==> src/rtl/mux_2x32.sv <==
// mux_2x32: two-input word selector; y is combinational, y_q is its registered copy.
// Latency: y 0 cycles, y_q 1 cycle; no backpressure, so every cycle is accepted.
module mux_2x32 #(
    parameter int WIDTH = 32
) (
    input  logic             clk,
    input  logic             rst,
    input  logic [WIDTH-1:0] a0,
    input  logic [WIDTH-1:0] a1,
    input  logic             s,
    output logic [WIDTH-1:0] y,
    output logic [WIDTH-1:0] y_q
);

    logic [WIDTH-1:0] w_sel;
    logic [WIDTH-1:0] r_y_q;

    // An unknown select falls into the else branch, so X/Z on s picks a0.
    always_comb begin
        w_sel = a0;
        if (s == 1'b1) begin
            w_sel = a1;
        end
    end

    always_ff @(posedge clk) begin
        if (rst) begin
            r_y_q <= '0;
        end else begin
            r_y_q <= w_sel;
        end
    end

    assign y   = w_sel;
    assign y_q = r_y_q;

endmodule

==> config.mk <==
export PLATFORM = sky130hd
export DESIGN_NAME = mux_2x32
export DESIGN_NICKNAME = d
export VERILOG_FILES = /design/src/rtl/mux_2x32.sv
export SDC_FILE = /design/constraint.sdc
export NUM_CORES = 1
export LEC_CHECK = 0
export CELL_PAD_IN_SITES_DETAIL_PLACEMENT = 1
export CELL_PAD_IN_SITES_GLOBAL_PLACEMENT = 2
export CORE_MARGIN = 2
export CORE_UTILIZATION = 17
export DETAILED_ROUTE_END_ITERATION = 7
export PLACE_DENSITY_LB_ADDON = 0.1
export SYNTH_ARGS = -nofsm -noshare
export SYNTH_HDL_FRONTEND = slang
export SYNTH_SLANG_ARGS = --single-unit
==> constraint.sdc <==
create_clock -name clk -period 1.85 [get_ports clk]
set_clock_uncertainty 0.15 [all_clocks]
set_input_delay 0.185 -clock clk [delete_from_list [all_inputs] [get_ports clk]]
set_output_delay 0.185 -clock clk [all_outputs]
set_load 0.01 [all_outputs]
==> impl_summary.md <==
Outcome
The flow ran to the end, and the final reports show no timing, DRC or antenna violations.

Yosys
The most area-hungry cell type in the Yosys netlist is sky130_fd_sc_hd__dfxtp_1. By count the netlist is led by 32 x sky130_fd_sc_hd__dfxtp_1, 32 x sky130_fd_sc_hd__nor2b_1, 30 x sky130_fd_sc_hd__mux2_4. The post-synthesis register bit count is 32. The post-synth net total is 170. Counting distinct cell types in the post-synthesis netlist gives 6.

By area the synthesized netlist is led by sky130_fd_sc_hd__dfxtp_1 47%, sky130_fd_sc_hd__mux2_4 33%, sky130_fd_sc_hd__nor2b_1 15%. The complex-gate fraction of the synthesized area is 0%. After Yosys synthesis, and, or, nand and nor cells account for 14.6% of the synthesized area. In the synthesized netlist the async set-or-reset flop fraction comes to 0%. In this run, synthesis inferred 0 flip-flops with an integrated enable. After Yosys synthesis, XOR and XNOR cells account for 0% of the synthesized area. The post-synthesis cell area is 0.00137 mm^2. The average instance in the mapped netlist occupies 13.3 um^2. The sequential area share after synthesis is between 40 and 50%. The fraction of synthesized area in multiplexers is about 35%. The most frequently used flop master after synthesis is sky130_fd_sc_hd__dfxtp_1.

After synthesis, the largest family of logic cells by area is multiplexers. The area share of the largest cell type after synthesis is 46.8%. The Yosys step of the flow raised 0 warnings. The adder-cell area share of the yosys netlist is 0%. The cell count after synthesis came out at about 100.

Timing
Static timing analysis puts the maximum clock frequency at ~0.6 GHz. Of the available clock period, the critical path in the final layout requires 91.5%. The time the final worst path needs with I/O delays and setup is about 1700 ps. Setup repair after global routing left no endpoint under its margin. The remaining max-slew budget at the tightest pin is 86.9%. The count of pins over their slew limit came to 0. The hold violation total from the final report is 0.

For the final routed database, the setup TNS stands at 0 ps. The tightest hold path in the finished design has a slack of 373 ps. For the pin with the worst max-slew slack, the measured transition is between 150 and 200 ps.

Setup violations remaining at the end of the flow were counted as 0.

Final layout
The total inserted antenna cells is 0. The ratio of cells with drive above 1 in the final layout is a little under a fifth. At the end of the flow the core is filled with cells to between 30% and 40%. The register with the most flip-flops in the layout has 32 of them. At the end of the flow, the number of nets in the layout was 304. The area growth from synthesis to final layout is 111%. The number of standard cells in the final layout excluding fillers is ~340.

Setup path
The top fanout value on the critical path is 2. The critical path arrival is 1360 ps. The startpoint type of the worst setup path is a primary input.

The delay of the slowest cell on the worst path is 500 ps. The kind of capture point of the worst setup path is an output port. Traced cell by cell, the critical path runs through clkdlybuf4s50_1 > mux2_4 > clkdlybuf4s50_1. Counting stages on the worst path, the most repeated cell is sky130_fd_sc_hd__clkdlybuf4s50_1. The worst setup path is of the in -> out kind.

At the worst endpoint, the required time is 1510 ps. For this design, the slowest cell found on the critical path is sky130_fd_sc_hd__clkdlybuf4s50_1.

CTS
The count of H-tree levels built during CTS is 2. After clock tree synthesis, the clock-pin slew on the worst setup and hold paths is 60 ps. The total clock sinks is 32.

Buffers inserted to repair hold after CTS numbered 0. The number of buffers inserted by post-CTS setup repair is 0. Once the clock tree was built, the resizer swapped 0 gates to a different size. The clock passes through at most 2 buffers. The number of buffers created by CTS is 5. The library cell used as clock root buffer is sky130_fd_sc_hd__clkbuf_8.

The clock tree from TritonCTS is done.

Placement
The congestion estimate from routability-driven global placement came to roughly 0.63. The total instance count after detailed placement is 332. The HPWL after detailed placement is ~3500 um. Port buffering added 130 buffers.

Pwr
The worst supply voltage drop on vdd is ~0.24 mV. The power per unit of standard cell area is around 660 mW/mm^2. The leakage power of the design is 0.00117 uW.

Floorplan
The floorplan step defined a core boundary enclosing between 0.007 and 0.008 mm^2. The die outline height is 93.8 um. The initial utilization of the core area, before any placement, comes to between 10% and 20%. In this run the horizontal extent of the chip is 93.8 um. For this design the top-level I/O count stands at 131. The area of the die is about 0.0088 mm^2. The total number of placement rows is 32.

GRT
The number of global-route vias before repair was around 1300. The global-route wire length before repair is 6530 um. Entering global routing, the biggest net connects 21 pins. The number of antenna violations at the first check in global routing was 0. The total routing resource utilization after global routing is approximately a tenth. Summed over all layers, the global routing overflow is 0.

Routing
The initial detailed-routing violation count is 15. Dividing the detail-routed via count by the number of cells gives ~3.7. The mean routed wirelength per cell is roughly 13 um. After detailed routing, the number of remaining DRC violations is 0. The wire length after detailed routing is ~4400 um. Once detail routing completed, the nets flagged for antenna violations numbered 0.

The via total after detailed routing is 1254. The first-pass iteration count of the detailed router is 3.

Min path
The worst hold path class is in -> reg. The worst hold path passes through 4 cells. For hold timing, the worst endpoint is y_q[21]. The startpoint of the lowest-slack hold path is s.

Flow run
Max-cap violations in this run came to 0.
==> critical path, delay by kind of cell <==
family,cells,cell delay (ps)
buffers and inverters,2,900
muxes,1,270
==> cells by family after synthesis <==
kind of cell           after synthesis
AND/OR/NAND/NOR                     32
multiplexers                        32
flip-flops                          32
buffers and inverters                7
==> worst max path at each step <==
| stage | startpoint | to | slack, ps |
|---|---|---|---|
| 2_1_floorplan | s | y_q[0] | 680 |
| 3_3_place_gp | s | y[11] | 140 |
| 3_5_place_dp | s | y[14] | 140 |
| 4_1_cts | s | y[14] | 140 |
| 5_1_grt | s | y[11] | 110 |
| 6_report | a0[11] | y[11] | 160 |
==> per-layer routing <==
metal | GRT usage [%] | vias up | wire [um]
met5 | 0 | - | 0
li1 | - | 605 | -
met4 | 3.62 | 0 | 48
met2 | 16.1 | 75 | 2080
met3 | 5.62 | 5 | 547
met1 | 10.8 | 569 | 1750
==> cell usage in the layout (no fill, tap or decap), drive strengths merged <==
master	n
clkdlybuf4s50	129
dfxtp	32
buf	5
clkbuf	7
nor2b	32
mux2	32
==> cell type report <==
cell class	instances	area (um^2)
clock buffer	7	96.3
timing repair buffer	134	1350
sequential	32	641
tap	102	128
multi-input combinational	64	673
fill	860	4880
==> stage by stage <==
stage / total power, uW / setup WS [ps] / instance area, um^2
2_1_floorplan: 979 / 684 / 1370
3_3_place_gp: 1340 / 143 / 2790
3_5_place_dp: 1350 / 142 / 2790
4_1_cts: 1950 / 141 / 2890
5_1_grt: 2010 / 114 / 2890
6_report: 1900 / 158 / 2890
==> report_power, final <==
group          internal [uW]  switching [uW]
Sequential               735            10.3
Clock                    331             245
Combinational            396             179
Total                   1460             434
(Power assumes the default switching activity.)
